`src/rtl/pmod_keypad_emulator.sv`:
```
`default_nettype none
// =====================================================================
// pmod_keypad_emulator : passive 4x4 PMOD keypad model driven by a
// valid/ready key-press command port; KEYEMU_BOUNCE_EN adds contact bounce.
// Revision: 1.0 - initial release
// =====================================================================
module pmod_keypad_emulator #(
   parameter int unsigned HOLD_W     = 24,
   parameter int unsigned BOUNCE_PER = 16,
   parameter int unsigned BOUNCE_N   = 3,
   parameter int unsigned GAP_CYC    = 256
) (
   input  logic              clk,
   input  logic              reset,
   input  logic [3:0]        col,
   output logic [3:0]        row,
   input  logic              cmd_valid,
   output logic              cmd_ready,
   input  logic [3:0]        cmd_key,
   input  logic [HOLD_W-1:0] cmd_hold,
   output logic              key_down,
   output logic              busy,
   output logic              done
);

   if (HOLD_W < 1 || GAP_CYC < 1 || BOUNCE_PER < 1 || BOUNCE_N < 1 || BOUNCE_N > 255)
   begin : g_param_check
      $error("pmod_keypad_emulator: illegal parameter value");
   end

`ifdef KEYEMU_BOUNCE_EN
   typedef enum logic [2:0] {S_IDLE, S_BOUNCE_IN, S_HOLD, S_BOUNCE_OUT, S_GAP} state_t;
   localparam logic [HOLD_W-1:0] PER_LOAD = HOLD_W'(BOUNCE_PER - 1);
   localparam logic [8:0]        FLIPS    = 9'(2 * BOUNCE_N);
`else
   typedef enum logic [1:0] {S_IDLE, S_HOLD, S_GAP} state_t;
`endif
   localparam logic [HOLD_W-1:0] GAP_LOAD = HOLD_W'(GAP_CYC - 1);

   state_t            state_q, state_d;
   logic [HOLD_W-1:0] cnt_q, cnt_d;
   logic [3:0]        key_q, key_d;
   logic              contact_q, contact_d;
   logic              done_q, done_d;
`ifdef KEYEMU_BOUNCE_EN
   logic [HOLD_W-1:0] hold_q, hold_d;
   logic [8:0]        flips_q, flips_d;
`endif
   logic [HOLD_W-1:0] hold_eff;
   logic [1:0]        key_row, key_col;

   assign hold_eff  = (cmd_hold == '0) ? HOLD_W'(1) : cmd_hold;
   assign key_down  = contact_q;
   assign busy      = (state_q != S_IDLE);
   assign cmd_ready = (state_q == S_IDLE);
   assign done      = done_q;

   // Matrix position of the latched key.
   always_comb begin
      case (key_q)
         4'h1, 4'h2, 4'h3, 4'hA: key_row = 2'd0;
         4'h4, 4'h5, 4'h6, 4'hB: key_row = 2'd1;
         4'h7, 4'h8, 4'h9, 4'hC: key_row = 2'd2;
         default:                key_row = 2'd3;
      endcase
      case (key_q)
         4'h1, 4'h4, 4'h7, 4'h0: key_col = 2'd0;
         4'h2, 4'h5, 4'h8, 4'hF: key_col = 2'd1;
         4'h3, 4'h6, 4'h9, 4'hE: key_col = 2'd2;
         default:                key_col = 2'd3;
      endcase
   end

   // Closed contact shorts the key's column strobe onto its row line.
   always_comb begin
      row = 4'hF;
      if (contact_q && !col[key_col]) begin
         row[key_row] = 1'b0;
      end
   end

   always_comb begin
      state_d   = state_q;
      cnt_d     = (cnt_q != '0) ? cnt_q - 1'b1 : cnt_q;
      key_d     = key_q;
      contact_d = contact_q;
      done_d    = 1'b0;
`ifdef KEYEMU_BOUNCE_EN
      hold_d    = hold_q;
      flips_d   = flips_q;
`endif
      case (state_q)
         S_IDLE: begin
            if (cmd_valid) begin
               key_d     = cmd_key;
               contact_d = 1'b1;
`ifdef KEYEMU_BOUNCE_EN
               hold_d    = hold_eff;
               cnt_d     = PER_LOAD;
               flips_d   = '0;
               state_d   = S_BOUNCE_IN;
`else
               cnt_d     = hold_eff - 1'b1;
               state_d   = S_HOLD;
`endif
            end
         end
`ifdef KEYEMU_BOUNCE_EN
         S_BOUNCE_IN: begin
            if (cnt_q == '0) begin
               if (flips_q == FLIPS) begin
                  cnt_d   = hold_q - 1'b1;
                  state_d = S_HOLD;
               end else begin
                  contact_d = ~contact_q;
                  flips_d   = flips_q + 1'b1;
                  cnt_d     = PER_LOAD;
               end
            end
         end
`endif
         S_HOLD: begin
            if (cnt_q == '0) begin
               contact_d = 1'b0;
`ifdef KEYEMU_BOUNCE_EN
               cnt_d     = PER_LOAD;
               flips_d   = '0;
               state_d   = S_BOUNCE_OUT;
`else
               cnt_d     = GAP_LOAD;
               state_d   = S_GAP;
`endif
            end
         end
`ifdef KEYEMU_BOUNCE_EN
         S_BOUNCE_OUT: begin
            if (cnt_q == '0) begin
               if (flips_q == FLIPS) begin
                  cnt_d   = GAP_LOAD;
                  state_d = S_GAP;
               end else begin
                  contact_d = ~contact_q;
                  flips_d   = flips_q + 1'b1;
                  cnt_d     = PER_LOAD;
               end
            end
         end
`endif
         S_GAP: begin
            if (cnt_q == '0) begin
               done_d  = 1'b1;
               state_d = S_IDLE;
            end
         end
         default: state_d = S_IDLE;
      endcase
   end

   always_ff @(posedge clk or posedge reset) begin
      if (reset) begin
         state_q   <= S_IDLE;
         cnt_q     <= '0;
         key_q     <= 4'h0;
         contact_q <= 1'b0;
         done_q    <= 1'b0;
`ifdef KEYEMU_BOUNCE_EN
         hold_q    <= '0;
         flips_q   <= '0;
`endif
      end else begin
         state_q   <= state_d;
         cnt_q     <= cnt_d;
         key_q     <= key_d;
         contact_q <= contact_d;
         done_q    <= done_d;
`ifdef KEYEMU_BOUNCE_EN
         hold_q    <= hold_d;
         flips_q   <= flips_d;
`endif
      end
   end

endmodule
`default_nettype wire
```
`config.mk`:
```
export PLATFORM = sky130hd
export DESIGN_NAME = pmod_keypad_emulator
export DESIGN_NICKNAME = d
export VERILOG_FILES = /design/src/rtl/pmod_keypad_emulator.sv
export SDC_FILE = /design/constraint.sdc
export NUM_CORES = 1
export LEC_CHECK = 0
export CAP_MARGIN = 15
export CORE_MARGIN = 2
export CORE_UTILIZATION = 40
export DETAILED_ROUTE_END_ITERATION = 8
export SLEW_MARGIN = 20
export SYNTH_ARGS = -nofsm -noshare
export SYNTH_HDL_FRONTEND = slang
export SYNTH_SLANG_ARGS = --single-unit
```
`constraint.sdc`:
```
create_clock -name clk -period 4.8 [get_ports clk]
set_clock_uncertainty 0.05 [all_clocks]
set_input_delay 0.72 -clock clk [delete_from_list [all_inputs] [get_ports clk]]
set_output_delay 0.72 -clock clk [all_outputs]
set_load 0.01 [all_outputs]
```
* Yosys cells after proc, flatten, opt, wreduce, memory -nomap -nowiden
Memory sizes are Yosys's and may differ from the RTL's.
Index checks and enable logic that the tools add are counted.
** Word-level totals
- Logic and storage cells :: 49
- Input port bits :: 35
- Flip-flop bits (word level) :: 32
- Memories :: 2
- Output and inout bits :: 8
- ROM bits :: 64
** Memories
- (no name shown) :: words 16, bits a word 2, read ports 1, clocked after Yosys merged registers in 0, wr ports 0, line 60 : case (key_q)
- (no name shown) :: words 16, bits a word 2, read ports 1, clocked after Yosys merged registers in 0, wr ports 0, line 66 : case (key_q)
** Operators by class
- Order comparisons :: 3
- Reduce and logical (&&, ||, !) cells :: 12
- Mux-type cells :: 19
- Equal/unequal tests :: 5
- Bitwise gates (word level) :: 1
- Add/sub/neg operators :: 2
** Operator list (number)
- $mux W24 :: 4
- $logic_not A24 Y1 :: 2
- $pmux W24 S2 :: 1
- $sub A24 B1 Y24 const B :: 2
- $reduce_bool A24 Y1 :: 1
- $lt A2 B3 Y1 const B :: 2
- $mux W1 :: 6
- $mux W2 :: 3
- $ne A2 B2 Y1 const B :: 3
- $pmux W2 S3 :: 1
- $reduce_and A3 Y1 :: 2
- $mux W4 :: 1
- $not A4 Y4 :: 1
- $reduce_bool A2 Y1 :: 2
- $bmux W1 S2 :: 1
- $demux W1 S2 :: 1
- $eq A2 B1 Y1 const B :: 1
- $eq A2 B2 Y1 const B :: 1
- $ge A2 B1 Y1 const B :: 1
- $logic_and A1 B1 Y1 :: 2
- $logic_not A2 Y1 :: 1
- $pmux W1 S2 :: 1
- $reduce_and A2 Y1 :: 1
- $logic_not A1 Y1 :: 1

* Longest topological paths before layout
Gate-level depths: netlist (run 1).
An unclocked memory read counts as a cell.
- Word-level depth :: 7
- Gate-level depth with buffers :: 11
- Mapped depth without buffers :: 10

* Worst setup path after synthesis (run 1)
Ideal clock, no wire load.
- Path kind :: input-to-reg
- Start point :: input cmd_hold[5]
- End point :: register cnt_q[20]
- Path slack :: 1.707 ns
- Required time :: 4.614 ns
- Data arrival time :: 2.906 ns
- Path buffers :: 1
- Stages :: 11
- Setup time :: 0.136 ns
- Cell sequence :: or4_1 -> clkbuf_1 -> or2_2 -> nor3_1 -> a31oi_1 -> ha_1 -> or4b_1 -> nor3_1 -> nand4_1 -> xor2_1 -> o22ai_1
** On the way
- Cells in the longest elaborated chain, start to end :: 5
** RTL lines
- start, declared :: line 20 : input logic [HOLD_W-1:0] cmd_hold,
- $logic_not A24 Y1 :: line 52 : assign hold_eff = (cmd_hold == '0) ? HOLD_W'(1) : cmd_hold;
- $mux W24 * :: line 52
- $sub A24 B1 Y24 * :: line 103 : cnt_d = hold_eff - 1'b1;
- $mux W24 * :: line 94 : if (cmd_valid) begin
- $pmux W24 S2 * :: line 92 : case (state_q)
- net cnt_d[20] :: line 41 : logic [HOLD_W-1:0] cnt_q, cnt_d;
- end signal, assigned :: line 172 : cnt_q <= cnt_d;
- end, declared :: line 41
The timed path passes the listed nets; every way through them passes the cells marked *.
A chain may end at the register's enable or synchronous reset.

* Worst setup path after layout (run 1)
Ends and elaborated chain as after synthesis.

==> results.tsv, run 1 <==
metric	value	unit
synthToLayoutAreaGrowth	22.5	%
cp-end-kind	register	
finalWirelength	6470	um
reg2reg_from	cnt_q[0]$_DFF_PP0_	
use_met2	31.4	%
fill_cells	605	
hold-path-endpoint	key_down$_DFFE_PP0P_	
routabilityCongestion	0.851	
syn_area_per_cell	8.12	um2
grt_pass1_vias	2341	
synthTopCellsByArea	dfrtp_1, nand2_1, xnor2_1, xor2_1, or4_1	
vdd_drop_max	147	uV
die_area	6970	um2
clockBufferDepth	2	
cts.repair.resized	0	
synth_top_area_share	31.7	%
synth_top_area_cell	dfrtp_1	
cp_max_fo	6	
rsz0062_at_grt	no	
antennaDiodeCount	0	
die_w	83.5	um
final_nets	387	
status	complete, no violations	
r2r_end	cnt_q[21]$_DFF_PP0_	
synthTopCellsByCount	nand2_1, dfrtp_1, nor2_1	
worstPathArrival	3.72	ns
port-buffer-count	42	
synth.most_common_cell	nand2_1	
r2r_slack	1.52	ns
p_leak	0.00112	uW
drive_gt1_share	8.29	%
synth_nets	349	
numCtsBuffers	5	
drcViolationCount	0	
powerDensity	358	nW/um2
cp-start-kind	input pin	
use_met1	26.7	%
antenna_found_initial	0	
routed-via-count	2440	
path_cells	clkdlybuf4s50_1 > or4_1 > or2_2 > nor3_1 > a31oi_1 > ha_1 > or4b_1 > nor3_1 > nand4_1 > xor2_1 > o22ai_1	
finalSetupViolCount	0	
hold_ws	0.462	ns
grt_max_degree	33	
routedWlPerCell	15.2	um
cts_root_buf	clkbuf_8	
grt_first_pass_wirelength	11100	um
cpPeakStageDelay	0.65	ns
tightest_slew	0.743	ns
cts.clk_slew.worst_paths	0.07	ns
die_h	83.5	um
max_freq	0.277	GHz
ctsHoldBuffers	0	
timing.final.hold_violations	0	
dp_hpwl	4860	um
syn_inst	311	
grt_overflow	0	
drv_cap	0	
slew_viol_final	0	
use_met3	3.07	%
async_reset_ff_share	100	%
layout_min_cycle_time	3.61	ns
synth.cell_area	2530	um2
reg2reg_depth	7	
cts_sinks	32	
post_drt_via_cell_ratio	5.74	
ant_nets	0	
crit_path_frequent_cell	nor3_1	
busiest_layer	met2	
synth-main-ff-cell	dfrtp_1	
register_area	801	um2
io_pins	43	
hold_path.class	register to register	
rows	28	
initial_utilization	41.9	%
period_share	75.3	%
hold_path_depth	2	
slowest_stage	or4_1	
post_cts_buffers	0	
min_from	key_down$_DFFE_PP0P_	
tritoncts	done	
synth_warnings	0	
drt_iter0_drc	191	
ys_seq_area_share	31.7	%
grt_use_total	19.3	%
multi_input_comb_area	1610	um2
synth_edf_count	0	
critPathKind	input pin to register	
worstPathRequired	4.91	ns
core	6030	um2
clock_latency	0.29	ns
dr.pass1.iters	4	
slew_headroom	50.0	%
h-tree-depth	2	
synth-seq-cells	32	
ys_types	56	
fin_tns_setup	0	ns
==> per-layer routing <==
layer,up-vias,wire length (um)
met4,0,65
li1,1246,-
met1,1123,3180
met3,4,315
met5,-,0
met2,67,2910
==> cell usage in the layout (no fill, tap or decap), drive strengths merged, types with 6 or more instances in the layout <==
| master | synthesis | final |
|---|---|---|
| xnor2 | 14 | 14 |
| o21ai | 17 | 17 |
| or4 | 18 | 18 |
| nor4 | 11 | 11 |
| dfrtp | 32 | 32 |
| nand2 | 33 | 33 |
| o22ai | 11 | 11 |
| nand3 | 6 | 6 |
| clkbuf | 11 | 6 |
| nor3 | 18 | 18 |
| or2 | 8 | 8 |
| nor2 | 20 | 20 |
| inv | 13 | 13 |
| a21oi | 12 | 12 |
| xor2 | 13 | 13 |
| clkdlybuf4s50 | 0 | 42 |
| or3 | 7 | 7 |
==> where the power goes <==
group          total (uW)  internal (uW)  switching, uW
clock network         219            116            103
registers             468            354            114
logic                 422            221            201
total                1110            691            418
==> cell families after synthesis <==
kind of cell / count (synthesis) / share of synthesized area, %
AOI/OAI and AO/OA: 74 / 19.5
xor gates and xnor gates: 27 / 9.36
adders and majority gates: 3 / 1.49
buffers and inverters: 27 / 4.71
DFF: 32 / 31.7
muxes: 2 / 0.793
and+or+nand+nor: 146 / 32.4
==> sequential cells by signal (all words and copies together) (netlist names) <==
name      count
cnt_q        24
done          1
key_down      1
state_q       2
key_q         4
==> cell type report <==
cell class / count / area share, %
well taps: 75 / 3.03
multi-input cells: 252 / 52.1
repair buffers: 45 / 14.3
flip-flops and latches: 32 / 25.9
clock inverters: 2 / 0.485
inverters: 13 / 1.58
clock buffers: 6 / 2.67
==> worst max-delay path: cells and delay by family <==
kind	cells	cell delay (ns)
AOI/OAI and AO/OA	2	0.26
xor gates and xnor gates	1	0.16
and+or+nand+nor	6	1.83
adders and majority gates	1	0.24
buffers and inverters	1	0.50
==> through the flow <==
stage,std cells,worst slack [ns],total power (uW),util (%),cell area [um2]
2_1_floorplan,311,1.71,747,-,2530
3_3_place_gp,417,1.02,883,49.8,3000
3_5_place_dp,417,0.924,889,49.8,3000
4_1_cts,425,1.21,1110,51.4,3100
5_1_grt,425,0.976,1200,51.4,3100
6_report,425,1.19,1110,51.4,3100
==> worst max-delay path by stage <==
stage	start	end	slack [ns]	depth (start not counted)
2_1_floorplan	cmd_hold[5]	cnt_q[20]$_DFF_PP0_	1.71	11
3_3_place_gp	cmd_hold[5]	cnt_q[20]$_DFF_PP0_	1.02	11
3_5_place_dp	cmd_hold[5]	cnt_q[20]$_DFF_PP0_	0.92	11
4_1_cts	cmd_hold[5]	cnt_q[20]$_DFF_PP0_	1.21	11
5_1_grt	cmd_hold[5]	cnt_q[22]$_DFF_PP0_	0.98	11
6_report	cmd_hold[5]	cnt_q[20]$_DFF_PP0_	1.19	11
Power figures use the tool's default switching activity.
==> run 2, diff against run 1 <==
==> constraint.sdc (replaced) <==
create_clock -name clk -period 3.35 [get_ports clk]
set_clock_uncertainty 0.05 [all_clocks]
set_input_delay 0.5025 -clock clk [delete_from_list [all_inputs] [get_ports clk]]
set_output_delay 0.5025 -clock clk [all_outputs]
set_load 0.01 [all_outputs]
==> results.tsv, run 2 (same netlist as run 1, synthesis figures left out) <==
metric	value	unit
status	complete, no violations	
routed-via-count	2552	
cpPeakStageDelay	0.54	ns
drive_gt1_share	15.1	%
core	6030	um2
fin_total_pwr	1600	uW
grt_max_degree	22	
largest_reg_flops	24	
layout_common_cells	clkdlybuf4s50_1, nand2_1, dfrtp_1	
r2r_end	cnt_q[21]$_DFF_PP0_	
antennaDiodeCount	0	
critPathKind	input pin to register	
worstPathRequired	3.52	ns
ctsHoldBuffers	0	
cts.clk_slew.worst_paths	0.06	ns
path_cells	clkdlybuf4s50_1 > or4_1 > or2_2 > nor3_1 > a31oi_1 > ha_1 > or4b_1 > buf_4 > o21ai_0 > a31oi_1 > nand3_1 > nand2_1	
reg2reg_from	cnt_q[7]$_DFF_PP0_	
finalSetupViolCount	0	
timing.final.hold_violations	0	
port-buffer-count	42	
die_w	83.5	um
period_share	91.2	%
io_pins	43	
crit_path_frequent_cell	a31oi_1	
cp_max_fo	4	
min_from	key_down$_DFFE_PP0P_	
post-route-util	54.8	%
die_area	6970	um2
ant_nets	0	
clockBufferDepth	2	
critPathLaunch	cmd_hold[5]	
clock_latency	0.28	ns
worstPathArrival	3.23	ns
rows	28	
post_drt_via_cell_ratio	5.63	
max_freq	0.327	GHz
dp_cells	445	
hold-path-endpoint	key_down$_DFFE_PP0P_	
fin_tns_setup	0	ns
tritoncts	done	
hold_path.class	register to register	
drv_cap	0	
drcViolationCount	0	
cts_sinks	32	
antenna_found_initial	0	
slew_headroom	56.6	%
post_cts_buffers	0	
dr.pass1.iters	4	
hold_path_depth	2	
grt_first_pass_wirelength	11100	um
die_h	83.5	um
r2r_slack	0.41	ns
routedWlPerCell	14.4	um
h-tree-depth	2	
reg2reg_depth	5	
cts_root_buf	clkbuf_8	
synthToLayoutAreaGrowth	30.7	%
cts.repair.resized	0	
rsz0062_at_grt	no	
p_leak	0.00126	uW
slew_viol_final	0	
finalWirelength	6510	um
tightest_slew	0.650	ns
cp-start-kind	input pin	
initial_utilization	41.9	%
slowest_stage	or4_1	
grt_pass1_vias	2359	
reg.largest.list	cnt_q x24, key_q x4, state_q x2	
largest-register	cnt_q	
grt_use_total	19.2	%
layout_min_cycle_time	3.05	ns
dp_hpwl	5190	um
final_cells	453	
drt_iter0_drc	209	
numCtsBuffers	5	
routabilityCongestion	0.846	
vdd_drop_max	220	uV
powerDensity	485	nW/um2
cp-end-kind	register	
final_common_cell	clkdlybuf4s50_1	
final_nets	415	
grt_overflow	0	
==> run 2: stage by stage <==
step	area [um2]	worst slack (ns)	hold WS (ns)
final	3300	0.296	0.461
after global routing	3300	0.0641	0.505
after CTS	3300	0.280	0.470
after detailed placement	3210	-0.0112	0.455
after global placement	3210	0.0526	0.442
after floorplan	2530	0.475	0.441
==> run 2: how the worst max path moves through the flow <==
stage                     slack, ns             endpoint
final                          0.30   cnt_q[6]$_DFF_PP0_
after global routing           0.06  cnt_q[16]$_DFF_PP0_
after CTS                      0.28   cnt_q[6]$_DFF_PP0_
after detailed placement      -0.01  cnt_q[20]$_DFF_PP0_
after global placement         0.05  cnt_q[12]$_DFF_PP0_
after floorplan                0.47  cnt_q[20]$_DFF_PP0_
==> run 2: area by class of cell <==
type	instances	area, um2
clock buffers	6	82.6
clock inverters	2	10.0
fillers	606	2730
inverters	13	48.8
multi-input cells	252	1610
flip-flops and latches	32	801
well taps	75	93.8
repair buffers	73	653
==> run 2: per-layer routing <==
layer  wire length [um]  track usage (%)  vias up
met3                377             2.97        8
li1                   -                -     1299
met4                 79             5.28        0
met2               3000             32.0       85
met1               3050             26.0     1160
met5                  0                0        -
==> run 2: worst max-delay path: cells and delay by family <==
family / cells / cell delay [ns]
buffers and inverters: 2 / 0.56
AND/OR/NAND/NOR: 6 / 1.51
AO/OA/AOI/OAI: 3 / 0.42
adder cells (fa/ha/maj): 1 / 0.23
==> run 2: power by group <==
part | total, uW | internal (uW) | leakage [uW] | switching, uW
logic | 623 | 333 | 0.000822 | 291
registers | 673 | 508 | 0.000385 | 165
clock network | 305 | 164 | 0.0000510 | 142
